### config.mk
export PLATFORM = sky130hd
export DESIGN_NAME = phase_acc_multi
export DESIGN_NICKNAME = d
export VERILOG_FILES = /design/src/rtl/phase_acc_multi.sv
export SDC_FILE = /design/constraint.sdc
export NUM_CORES = 1
export LEC_CHECK = 0
export CAP_MARGIN = 20
export CORE_AREA = 2 2 83 85
export CTS_BUF_LIST = sky130_fd_sc_hd__clkbuf_16
export DETAILED_ROUTE_END_ITERATION = 6
export DIE_AREA = 0 0 85 87
export DONT_BUFFER_PORTS = 1
export PLACE_DENSITY = 0.54
export SLEW_MARGIN = 15
export SYNTH_ARGS = -nofsm -noshare
export SYNTH_HDL_FRONTEND = slang
export SYNTH_SLANG_ARGS = --single-unit
### constraint.sdc
create_clock -name clk -period 4 [get_ports clk]
set_clock_uncertainty 0.05 [all_clocks]
set_input_delay 0.4 -clock clk [delete_from_list [all_inputs] [get_ports clk]]
set_output_delay 0.4 -clock clk [all_outputs]
set_load 0.01 [all_outputs]
### src/rtl/phase_acc_multi.sv
// rtl/phase_acc_multi.sv - multi-channel time-interleaved phase accumulator
//
// Purpose: keeps one phase accumulator and one increment per channel.
// Channels are served round-robin, one per accepted input beat. A control
// beat (i_tlast=1) loads that channel's increment and zeroes its phase. A
// data beat (i_tlast=0) emits the channel's current phase and then advances
// it. Results leave through a single output register, one cycle later.
//
// Ports:
//   clk              rising-edge clock
//   reset            synchronous active-high reset
//   clear            synchronous active-high soft clear (same effect as reset)
//   i_tdata          increment value, used on control beats only
//   i_tlast          1 = control beat, 0 = data beat
//   i_tvalid         input beat valid
//   i_tready         input ready
//   o_tdata          phase output
//   o_tlast          1 = acknowledgement of a control beat
//   o_tvalid         output beat valid
//   o_tchan          channel index of the output beat
//   o_tready         downstream ready
module phase_acc_multi #(
  parameter int WIDTH     = 16,
  parameter int NUM_CH    = 1,
  parameter int PHASE_MAX = 16384,
  parameter int WRAP_MODE = 1,
  localparam int CH_W     = (NUM_CH > 1) ? $clog2(NUM_CH) : 1
) (
  input  logic             clk,
  input  logic             reset,
  input  logic             clear,
  input  logic [WIDTH-1:0] i_tdata,
  input  logic             i_tlast,
  input  logic             i_tvalid,
  output logic             i_tready,
  output logic [WIDTH-1:0] o_tdata,
  output logic             o_tlast,
  output logic             o_tvalid,
  output logic [CH_W-1:0]  o_tchan,
  input  logic             o_tready
);

  // Wrap and clamp limits at the width of the value they are compared with.
  localparam logic signed [WIDTH-1:0] PM_POS_W = WIDTH'(PHASE_MAX);
  localparam logic signed [WIDTH-1:0] PM_NEG_W = WIDTH'(-PHASE_MAX);
  localparam logic signed [WIDTH:0]   PM_POS_S = (WIDTH+1)'(PHASE_MAX);
  localparam logic signed [WIDTH:0]   PM_NEG_S = (WIDTH+1)'(-PHASE_MAX);
  localparam logic signed [WIDTH:0]   PM_TWO_S = (WIDTH+1)'(2 * PHASE_MAX);
  localparam logic [CH_W-1:0]         CH_LAST  = CH_W'(NUM_CH - 1);

  logic signed [WIDTH-1:0] acc [NUM_CH];
  logic signed [WIDTH-1:0] inc [NUM_CH];
  logic [CH_W-1:0]         ch;

  logic                    accept;
  logic [CH_W-1:0]         ch_next;
  logic signed [WIDTH-1:0] cur_acc;
  logic signed [WIDTH-1:0] cur_inc;
  logic signed [WIDTH:0]   sum;
  logic signed [WIDTH:0]   sum_wrapped;
  logic signed [WIDTH-1:0] acc_next;
  logic signed [WIDTH-1:0] inc_load;

  // Ready only when the output register is free or drains this cycle; a
  // stalled output therefore freezes all channel state as well.
  assign i_tready = ~clear & (o_tready | ~o_tvalid);
  // Reset is excluded explicitly so a beat presented during reset is dropped.
  assign accept   = i_tvalid & i_tready & ~reset;
  assign ch_next  = (ch == CH_LAST) ? '0 : ch + 1'b1;

  assign cur_acc  = acc[ch];
  assign cur_inc  = inc[ch];

  always_comb begin
    sum         = {cur_acc[WIDTH-1], cur_acc} + {cur_inc[WIDTH-1], cur_inc};
    sum_wrapped = sum;
    // |inc| <= PHASE_MAX and |acc| <= PHASE_MAX, so one correction suffices.
    if (WRAP_MODE == 1) begin
      if (sum >= PM_POS_S) begin
        sum_wrapped = sum - PM_TWO_S;
      end else if (sum < PM_NEG_S) begin
        sum_wrapped = sum + PM_TWO_S;
      end
    end
    acc_next = sum_wrapped[WIDTH-1:0];
  end

  always_comb begin
    inc_load = $signed(i_tdata);
    if (WRAP_MODE == 1) begin
      if ($signed(i_tdata) > PM_POS_W) begin
        inc_load = PM_POS_W;
      end else if ($signed(i_tdata) < PM_NEG_W) begin
        inc_load = PM_NEG_W;
      end
    end
  end

  always_ff @(posedge clk) begin
    if (reset || clear) begin
      for (int c = 0; c < NUM_CH; c++) begin
        acc[c] <= '0;
        inc[c] <= '0;
      end
      ch       <= '0;
      o_tvalid <= 1'b0;
      o_tdata  <= '0;
      o_tlast  <= 1'b0;
      o_tchan  <= '0;
    end else if (accept) begin
      o_tvalid <= 1'b1;
      o_tchan  <= ch;
      ch       <= ch_next;
      if (i_tlast) begin
        inc[ch]  <= inc_load;
        acc[ch]  <= '0;
        o_tdata  <= '0;
        o_tlast  <= 1'b1;
      end else begin
        acc[ch]  <= acc_next;
        o_tdata  <= cur_acc;
        o_tlast  <= 1'b0;
      end
    end else if (o_tready) begin
      o_tvalid <= 1'b0;
    end
  end

endmodule

Yosys cells after proc, flatten, opt, wreduce, memory -nomap -nowiden
Memory sizes are Yosys's and may differ from the RTL's.
Index checks and enable logic that the tools add are counted.
Word-level totals
  register bits: 20
  latch bits: 0
  bits in writable memories: 32
  bits in read-only memories: 0
  bits of input ports: 22
  output and inout port bits: 20
  word-level logic and storage cells: 51
  memories: 2
Memory list
  acc: words 1, width 16, read ports 1, clocked after Yosys merged registers in 0, write ports 1, line 51  | logic signed [WIDTH-1:0] acc [NUM_CH];
  inc: words 1, width 16, read ports 1, clocked after Yosys merged registers in 0, write ports 1, line 52  | logic signed [WIDTH-1:0] inc [NUM_CH];
Cells by class
  add/subtract/negate cells: 4
  $mul: 0
  divide/modulo/power cells: 0
  order comparisons: 4
  eq/ne operators: 0
  shift operators: 0
  muxes and demuxes: 24
  bitwise logic cells: 7
  reductions and logical operators: 5
Operators by type and width (number)
  $mux 16: 8
  $reduce_or 16->1: 3
  $add 16x16->17: 1
  $ge 17x16->1 const B: 1
  $lt 17x15->1 const B: 1
  $add 16x16->16 const B: 1
  $gt 16x16->1 const B: 1
  $lt 16x15->1 const B: 1
  $mux 1: 16
  $sub 16x16->16 const B: 1
  $and 1x1->1: 3
  $not 1->1: 3
  $reduce_bool 2->1: 1
  $add 1x1->1 const B: 1
  $logic_or 1x1->1: 1
  $or 1x1->1: 1

Depth between registers and ports, before layout
Gate-level depths: netlist of the first run.
  word-level depth: 11
  mapped depth: 9
  gate-level depth less buffers: 9

Least setup slack after synthesis of the first run
No wires, ideal clock.
  path type: register to register
  from: memory acc[0][0]
  to: memory acc[0][15] (data pin)
  setup time: 260 ps
  data arrival time: 2262 ps
  slack: 1427 ps
  stages on the path, launching flop included: 10
  period minus slack after synthesis: 2573 ps
  cells stage by stage: edfxtp_1 > ha_1 > fa_1 > a211oi_1 > o21ai_2 > a211oi_1 > o211ai_1 > maj3_1 > nor2_1 > nor3_2
On the way
  cells in the longest elaborated chain, start to end: 6
  elaborated cells on any way between the ends: 9
RTL lines
  start: declaration: line 51
  $mem_v2 1x16 *
  $add 16x16->17 *: line 75  | sum = {cur_acc[WIDTH-1], cur_acc} + {cur_inc[WIDTH-1], cur_inc};
  $add 16x16->16 / $lt 17x15->1 (equally long branches): line 82, 81
  $mux 16: line 81  | end else if (sum < PM_NEG_S) begin
  $mux 16 *: line 79  | if (sum >= PM_POS_S) begin
  $mux 16 (no source line) *
Every way passes the cells marked *; elsewhere a longest branch is shown, timed or not.

Worst setup path after layout of the first run
  from: memory inc[0][0]
  to: memory acc[0][15] (data pin)
On the way
  cells in the longest elaborated chain, start to end: 6
  elaborated cells on any way between the ends: 9
RTL lines (line)
  start: declaration: 52
  $mem_v2 1x16 *
  $add 16x16->17 *: 75
  $add 16x16->16 / $lt 17x15->1 (equally long branches): 82, 81
  $mux 16: 81
  $mux 16 *: 79
  $mux 16 (no source line) *
Marked as above.

==> results of run 1 <==
[worst max-delay path: stages (launching register included)]
cell,delay (ns)
edfxtp_1,0.38
ha_1,0.25
fa_1,0.42
a211oi_1,0.34
o21ai_2,0.16
a211oi_1,0.27
o211ai_1,0.14
maj3_1,0.36
nor2_1,0.13
nor3_2,0.05
[power groups by stage]
stage	clock, W	combinational (W)	sequential [W]
6_report	0.000453	0.000131	0.000584
5_1_grt	0.000486	0.000149	0.000586
4_1_cts	0.000462	0.000131	0.000584
3_5_place_dp	0	0.000130	0.000595
3_3_place_gp	0	0.000131	0.000595
2_1_floorplan	0	0.000112	0.000590
[per-layer routing]
metal | vias up | GRT usage | share of wire
li1 | 896 | - | -
met1 | 846 | 0.230 | 0.51
met3 | 5 | 0.0370 | 0.051
met2 | 50 | 0.233 | 0.43
met4 | 0 | 0.0519 | 0.014
met5 | - | 0 | 0
[path summary, 6_finish.rpt]
path              startpoint  slack, ns    endpoint
setup reg to reg   inc[0][0]       1.21  acc[0][15]
hold reg to reg      o_tlast       0.44     o_tlast
hold / removal      i_tvalid       0.18    o_tvalid
setup / recovery   inc[0][0]       1.21  acc[0][15]
[cell usage after synthesis, types with 2 or more instances]
cell / instances
o21a_1: 3
a211oi_1: 3
dfxtp_1: 18
xnor2_1: 6
o21ai_1: 2
nand4_1: 3
nand3_1: 4
o21ai_0: 10
a21oi_1: 16
buf_6: 2
o211ai_1: 2
clkbuf_1: 5
and2_1: 17
inv_1: 5
nor2_1: 28
a21o_1: 4
a21o_2: 4
a211oi_2: 2
nor4_1: 3
nand2b_1: 2
and2_4: 2
ha_1: 16
a22o_1: 16
edfxtp_1: 32
nand2_1: 7
xor2_1: 6
o221ai_2: 2
a31oi_1: 3
[metrics by stage]
stage	total power, W	cell area (um^2)	std cells	util
6_report	0.00117	2890	324	0.441
5_1_grt	0.00122	2890	324	0.441
4_1_cts	0.00118	2890	324	0.441
3_5_place_dp	0.000725	2730	316	0.416
3_3_place_gp	0.000726	2730	316	0.416
2_1_floorplan	0.000702	2670	243	-
[sequential cells by signal, summed over array words and instances, names as in the netlist]
register	count
o_tlast	1
o_tdata	16
o_tvalid	1
acc	16
inc	16
[cell families after synthesis]
| logic type | count (synthesis) | share of synthesized area |
|---|---|---|
| AO/OA/AOI/OAI | 74 | 0.207 |
| buffers and inverters | 14 | 0.0272 |
| XOR/XNOR | 12 | 0.0393 |
| other | 1 | 0.00140 |
| flip-flops | 50 | 0.494 |
| AND/OR/NAND/NOR | 74 | 0.144 |
| adder cells (fa/ha/maj) | 18 | 0.0861 |
[final cells by class]
class                      count  area, um^2  area share
sequential                    50        1320       0.457
clock inverter                 2        10.0     0.00346
inverter                       5        18.8     0.00649
timing repair buffer           2        15.0     0.00519
clock buffer                   6         150      0.0519
tap                           80         100      0.0346
multi-input combinational    179        1280       0.442
==> metrics, run 1 <==
pwr dens=between 400 and 500 mW/mm^2; most frequent cells in the layout=edfxtp_1, nor2_1, dfxtp_1; worst slack at placement=~1.2 ns; Synth area leader=edfxtp_1; Worst Setup End Kind=flip-flop; clk sink count=50; commonest non-fill, non-tap cell in the layout=edfxtp_1; Die H=between 80 and 90 um; Comb pwr share=0.112; Die W=~85 um; H-tree lvl count=2; CTS tree=yes; Detail Route Antenna Nets=0; Post-CTS Setup Inserts=0; Min Hold Slack=between 0.15 and 0.2 ns; clock root cell=clkbuf_16; Total Nets Final=roughly 280; WP data arrival=2.77 ns; EDFF count, synth=32; status=finished, final reports clean; Primary FF master, synth=edfxtp_1; dpl hpwl=between 3000 and 4000 um; max-slew violations=0; YS warnings=0; max cap viols=0; Die ar.=approximately 0.0074 mm^2; core footprint=0.00657 mm^2; DRC violations left=0; crit path max fanout=5; largest net degree at the start of global routing=19; first-pass GRT wire length=9000 um; DRT Pass-1 Iters=6; crit path time final=~2.8 ns; cell depth of the worst flop-to-flop path=9; Starting Density=0.407; num ports=42; Synth Net Count=about 280; CTS clk-pin slew, worst paths=0.07 ns; worst-case clock buffer depth=2; final setup vio count=0; hold_buf cts=0; Congestion Overflow GR=0; initial antenna violation count=0; Syn Area/Cell=between 10 and 15 um^2; final RePlAce weighted congestion=0.804; WHS Path Cells=1; vias in the first global route=roughly 1800; post-synthesis async set-or-reset flop share=0; P_int=roughly 0.00089 W; clock share of power=0.388; Netlist cell types=48; number of port buffers=0; # rows=30; DR iter-0 viols=approximately 80; maximum VDD drop=about 0.24 mV; average wire per standard cell=~17 um; Pleak=approximately 1.2 nW; Worst-Margin Slew=approximately 0.78 ns; Setup TNS Final=0 ns; RSZ-0062 raised after global routing=false; synth-to-layout area growth=8.29%; critical path class=flip-flop to flip-flop; post-CTS resize count=0; vias per cell=between 5 and 6; register share of total power=0.500; Clk Latency, worst-skew pair=~0.29 ns; Routed Wire Length=5490 um; startpoint class of the critical path=flip-flop; Synth Register Bits=50; total number of vias=approximately 1800; Yosys top cell area share=0.360; Num CTS Buffers=5; Max Freq=between 300 and 400 MHz; antenna diode instance count=0; Filler cells=608; Hold Fails Final Rpt=0; sequential share of the synthesized area=0.494; Mapped Cells=approximately 240; top post-synthesis cells by area=edfxtp_1, dfxtp_1, ha_1; Net Sw Power=about 0.00028 W; Worst slew margin=0.480; final worst slack=approximately 1.2 ns; total global-route track usage=0.158; mapped cell area=0.00267 mm^2; Switching Share=0.238; WP data required=a little under 4 ns; hold crit path type=primary input to flip-flop; fraction of layout cells with a size suffix above 1=0.111; final worst-path cycle share=0.697
Note: power is estimated with default switching activity, not from simulation.
==> run 2, diff against run 1 <==
==> constraint.sdc (replaced) <==
create_clock -name clk -period 2.75 [get_ports clk]
set_clock_uncertainty 0.05 [all_clocks]
set_input_delay 0.275 -clock clk [delete_from_list [all_inputs] [get_ports clk]]
set_output_delay 0.275 -clock clk [all_outputs]
set_load 0.01 [all_outputs]
==> run 2 against run 1 <==
Register-to-register slack got worse by 1.0 ns; wire length up 0.27%; fmax rose by 8.5%; sequential power rose by 45%; core utilization increased by 0.50 points; count of clock-buffer cells in the layout is 1 lower; cell count grew 1.5%; hold slack got worse by 0.12 ns; largest power group unchanged; non-clock buffer count up 5; critical path type unchanged.
==> metrics, run 2 (synthesized netlist as in run 1, its figures left out) <==
status=finished, final reports clean; first-pass GRT wire length=9060 um (+0.69%); max cap viols=0 (unchanged); Detail Route Antenna Nets=0 (unchanged); Post-CTS Setup Inserts=0 (unchanged); antenna diode instance count=0 (unchanged); cell mode on critical path=a211oi_2; Total Nets Final=287 (+1.8%); maximum VDD drop=0.275 mV (+14%); Max Freq=389 MHz (+8.5%); vias per cell=5.47 (-1.4%); Min Hold Slack=0.0639 ns (-0.119 ns); WP data required=2.73 ns (-1.25 ns); Die H=87 um (unchanged); Worst-Margin Slew=0.751 ns (-0.0258 ns); CP max stage delay=0.40 ns (-0.02 ns); Switching Share=0.243 (+0.00572); H-tree lvl count=2 (unchanged); WP depth=9 (unchanged); Hold Fails Final Rpt=0 (unchanged); DR iter-0 viols=103 (+27%); Filler cells=624 (+2.6%); WHS Path Cells=1 (unchanged); most frequent cells in the layout=edfxtp_1, nor2_1, dfxtp_1; DRT Pass-1 Iters=4 (-2); core footprint=0.00657 mm^2 (unchanged); Congestion Overflow GR=0 (unchanged); CTS clk-pin slew, worst paths=0.07 ns (about the same); CTS tree=yes; Worst slew margin=0.498 (+0.0179); Pleak=1.18 nW (+1.7%); total number of vias=1799 (+0.11%); Worst Path Buf+Inv=0 (unchanged); WP data arrival=2.55 ns (-0.22 ns); total global-route track usage=0.157 (-0.00113); Net Sw Power=0.000400 W (+44%); clk sink count=50 (unchanged); hold_buf cts=0 (unchanged); Comb pwr share=0.119 (+0.007); pwr dens=562 mW/mm^2 (+39%); RSZ-0062 raised after global routing=false; critical path class=flip-flop to flip-flop; clock root cell=clkbuf_16; max-slew violations=0 (unchanged); biggest regs=acc: 16 flops, inc: 16 flops, o_tdata: 16 flops; number of port buffers=0 (unchanged); post-CTS resize count=0 (unchanged); final RePlAce weighted congestion=0.817 (+1.6%); Setup TNS Final=0 ns (unchanged); commonest non-fill, non-tap cell in the layout=edfxtp_1; startpoint class of the critical path=flip-flop; average wire per standard cell=16.7 um (-1.3%); worst-case clock buffer depth=2 (unchanged); fraction of layout cells with a size suffix above 1=0.137 (+0.0259); register share of total power=0.517 (+0.017); clock share of power=0.364 (-0.024); Routed Wire Length=5510 um (+0.27%); Starting Density=0.407 (unchanged); crit path time final=2.57 ns (-0.218 ns); synth-to-layout area growth=9.50%; P_int=0.00124 W (+40%); crit path max fanout=4 (-1); Die W=85 um (unchanged); vias in the first global route=1904 (+8.7%); Num CTS Buffers=5 (unchanged); final worst-path cycle share=0.934 (+0.237); Clk Latency, worst-skew pair=0.29 ns (about the same); cell depth of the worst flop-to-flop path=9 (unchanged); # rows=30 (unchanged); initial antenna violation count=0 (unchanged); DRC violations left=0 (unchanged); hold crit path type=primary input to flip-flop; dpl hpwl=4080 um (+3.5%); Worst Setup End Kind=flip-flop; num ports=42 (unchanged); Worst path top cell family by delay=adder cells; largest net degree at the start of global routing=19 (unchanged); final setup vio count=0 (unchanged); crit-path cells=ha_2 -> fa_1 -> a211oi_2 -> o21ai_2 -> a211oi_2 -> o211ai_1 -> maj3_1 -> nor2_1 -> nor3_2; Die ar.=0.00740 mm^2 (unchanged); Slowest cell on crit path=fa_1
==> run 2: worst paths after layout <==
path	start	to	slack [ns]
worst min register to register	o_tlast	o_tlast	0.44
worst min-delay path	i_tvalid	o_tvalid	0.06
worst max-delay path	acc[0][0]	acc[0][15]	0.18
worst max register to register	acc[0][0]	acc[0][15]	0.18
==> run 2: power by group through the flow <==
| stage | logic (W) | registers [W] | clock network [W] |
|---|---|---|---|
| floorplan | 0.000163 | 0.000858 | 0 |
| global placement | 0.000193 | 0.000867 | 0 |
| detailed placement | 0.000195 | 0.000867 | 0 |
| CTS | 0.000195 | 0.000850 | 0.000612 |
| global route | 0.000222 | 0.000854 | 0.000642 |
| finish | 0.000196 | 0.000849 | 0.000599 |
==> run 2: worst reg2reg max path: stages, from the launching register on <==
cell,delay [ns]
edfxtp_1,0.39
ha_2,0.21
fa_1,0.40
a211oi_2,0.24
o21ai_2,0.12
a211oi_2,0.26
o211ai_1,0.13
maj3_1,0.35
nor2_1,0.12
nor3_2,0.05
==> run 2: stage by stage <==
stage / power [W] / util / worst slack, ns / std cells / area (um^2)
3_3_place_gp: 0.00106 / 0.422 / 0.115 / 321 / 2770
5_1_grt: 0.00172 / 0.446 / 0.0416 / 329 / 2930
4_1_cts: 0.00166 / 0.444 / 0.0455 / 329 / 2910
6_report: 0.00164 / 0.446 / 0.181 / 329 / 2930
2_1_floorplan: 0.00102 / - / 0.177 / 243 / 2670
3_5_place_dp: 0.00106 / 0.422 / 0.0708 / 321 / 2770
==> run 2: layout make-up <==
type / count / area [um^2] / area share
multi-input cells: 179 / 1290 / 0.441
well taps: 80 / 100 / 0.0342
inverters: 5 / 18.8 / 0.00641
clock buffers: 5 / 125 / 0.0428
flip-flops and latches: 50 / 1320 / 0.451
clock inverters: 3 / 17.5 / 0.00599
repair buffers: 7 / 52.6 / 0.0180
==> run 2: layer usage <==
metal / wire [um] / vias to the layer above / GRT usage
met1: 2810 / 834 / 0.219
met2: 2380 / 48 / 0.245
met5: 0 / - / 0
met3: 265 / 4 / 0.0389
met4: 50 / 0 / 0.0418
li1: - / 913 / -
==> run 3, diff against run 2 <==
--- a/config.mk
+++ b/config.mk
@@ -6,12 +6,12 @@
 export NUM_CORES = 1
 export LEC_CHECK = 0
 export CAP_MARGIN = 20
-export CORE_AREA = 2 2 83 85
+export CORE_AREA = 2 2 81 83
 export CTS_BUF_LIST = sky130_fd_sc_hd__clkbuf_16
 export DETAILED_ROUTE_END_ITERATION = 6
-export DIE_AREA = 0 0 85 87
+export DIE_AREA = 0 0 83 85
 export DONT_BUFFER_PORTS = 1
-export PLACE_DENSITY = 0.54
+export PLACE_DENSITY = 0.56
 export SLEW_MARGIN = 15
 export SYNTH_ARGS = -nofsm -noshare
 export SYNTH_HDL_FRONTEND = slang
==> run 3 against run 2 <==
Design area increased by 0.64%; count of clock-buffer cells in the layout unchanged; first-iteration DRC count shrank 22%; via count up 2.2%; critical endpoint unchanged; highest routed layer unchanged.
==> metrics, run 3 (synthesized netlist as in run 1, its figures left out) <==
vias in the first global route=1830 (-3.9%); total number of vias=1839 (+2.2%); critical path class=flip-flop to flip-flop; worst reg-to-reg setup slack=0.19 ns (about the same); Post-CTS Setup Inserts=0 (unchanged); Clk Latency, worst-skew pair=0.28 ns (about the same); Finished Cell Area=0.00295 mm^2 (+0.64%); hold_buf cts=0 (unchanged); WHS Path Cells=1 (unchanged); worst-case clock buffer depth=2 (unchanged); CP max stage delay=0.39 ns (about the same); Starting Density=0.431 (+0.0239); register share of total power=0.492 (-0.025); final setup vio count=0 (unchanged); Comb pwr share=0.115 (-0.004); clock root cell=clkbuf_16; Worst slew margin=0.475 (-0.0230); hold crit path type=primary input to flip-flop; num ports=42 (unchanged); max-slew violations=0 (unchanged); core footprint=0.00620 mm^2 (-5.5%); # rows=29 (-3.3%); Net Sw Power=0.000394 W (-1.6%); Detail Route Antenna Nets=0 (unchanged); crit path time final=2.56 ns (-0.0101 ns); final worst-path cycle share=0.930 (-0.00369); largest net degree at the start of global routing=18 (-1); Num CTS Buffers=5 (unchanged); Non-Filler Instances=324 (-1.5%); Total Nets Final=285 (-0.70%); initial antenna violation count=0 (unchanged); cell depth of the worst flop-to-flop path=9 (unchanged); Worst-Margin Slew=0.785 ns (+0.0335 ns); commonest non-fill, non-tap cell in the layout=edfxtp_1; Die H=85 um (-2.3%); fraction of layout cells with a size suffix above 1=0.130 (-0.00699); Congestion Overflow GR=0 (unchanged); DRT Pass-1 Iters=4 (unchanged); Pleak=1.18 nW (about the same); Slowest cell on crit path=edfxtp_1; max cap viols=0 (unchanged); P_int=0.00133 W (+7.2%); number of port buffers=0 (unchanged); Die W=83 um (-2.4%); crit-path cells=ha_2 -> fa_2 -> a211oi_4 -> o21ai_4 -> a211oi_2 -> o211ai_1 -> maj3_1 -> nor2_1 -> nor3_2; synth-to-layout area growth=10.2%; first-pass GRT wire length=9320 um (+2.9%); WP data arrival=2.54 ns (about the same); Die ar.=0.00706 mm^2 (-4.6%); RSZ-0062 raised after global routing=false; vias per cell=5.68 (+3.8%); placed cell areas=0.00275 mm^2 (-0.68%); WP data required=2.73 ns (about the same); clock share of power=0.393 (+0.029); pwr dens=587 mW/mm^2 (+4.4%); DR iter-0 viols=80 (-22%); total global-route track usage=0.168 (+0.0105); dpl hpwl=3970 um (-2.5%); CTS clk-pin slew, worst paths=0.07 ns (about the same); biggest regs=acc: 16 flops, inc: 16 flops, o_tdata: 16 flops; most frequent cells in the layout=edfxtp_1, nor2_1, dfxtp_1; placed cells=316 (-1.6%); status=finished, final reports clean; H-tree lvl count=2 (unchanged); Switching Share=0.228 (-0.0153); post-CTS resize count=0 (unchanged); Worst Setup End Kind=flip-flop; crit path max fanout=5 (+1); Setup TNS Final=0 ns (unchanged); WHS Endpoint=o_tvalid; antenna diode instance count=0 (unchanged); clk sink count=50 (unchanged); average wire per standard cell=17.4 um (+3.6%); maximum VDD drop=0.344 mV (+25%); Min-Delay Startpoint=i_tvalid; Reg-to-Reg End=acc[0][15]; reg-to-reg startpoint=acc[0][0]; Hold Fails Final Rpt=0 (unchanged); DRC violations left=0 (unchanged); Routed Wire Length=5620 um (+2.1%); startpoint class of the critical path=flip-flop; CTS tree=yes; final RePlAce weighted congestion=0.800 (-2.1%); Max Freq=391 MHz (+0.40%)
==> run 3: cell count changes in the layout (fill, tap and decap cells not counted), sizes merged <==
cell / change
buf: -2
bufinv: +1
clkinv: -1
==> run 3: how the worst max path moves through the flow <==
stage,startpoint,endpoint,slack [ns],cells past startpoint
6_report,acc[0][0],acc[0][15],0.19,9
5_1_grt,acc[0][0],acc[0][15],0.009,9
4_1_cts,acc[0][0],acc[0][15],0.01,9
3_5_place_dp,acc[0][0],acc[0][15],0.03,9
3_3_place_gp,acc[0][0],acc[0][15],0.08,9
2_1_floorplan,acc[0][0],acc[0][15],0.18,9
==> run 3: metrics by stage <==
step                       util  hold WS (ns)  total power (W)  setup slack [ns]
after floorplan               -         0.349          0.00102             0.177
after global routing      0.475        0.0701          0.00180           0.00860
after CTS                 0.470        0.0635          0.00174            0.0105
after global placement    0.444         0.355          0.00106            0.0788
final                     0.475        0.0673          0.00173             0.191
after detailed placement  0.444         0.358          0.00106            0.0250
==> run 3: final cells by class <==
class | count | area (um^2)
inverter | 5 | 18.8
clock inverter | 3 | 37.5
sequential | 50 | 1320
clock buffer | 5 | 125
multi-input combinational | 179 | 1310
tap | 77 | 96.3
fill | 582 | 3260
timing repair buffer | 5 | 37.5
==> run 3: per-layer routing <==
layer,GRT usage,routed length [um],vias to the layer above
met3,0.0418,285,4
li1,-,-,910
met2,0.263,2600,38
met5,0,0,-
met1,0.232,2690,887
met4,0.0492,42,0
==> run 3: power by group through the flow <==
| stage | clock network (W) | registers, W | logic [W] |
|---|---|---|---|
| 4_1_cts | 0.000698 | 0.000849 | 0.000195 |
| 5_1_grt | 0.000727 | 0.000853 | 0.000224 |
| 2_1_floorplan | 0 | 0.000858 | 0.000163 |
| 6_report | 0.000679 | 0.000849 | 0.000199 |
| 3_5_place_dp | 0 | 0.000865 | 0.000192 |
| 3_3_place_gp | 0 | 0.000865 | 0.000193 |
==> run 3: critical path: cells and delay by family, from the launching register on <==
kind	cells	cell delay [ns]
AND/OR/NAND/NOR	2	0.16
flip-flops	1	0.39
adder cells (fa/ha/maj)	3	0.95
AO/OA/AOI/OAI	4	0.74
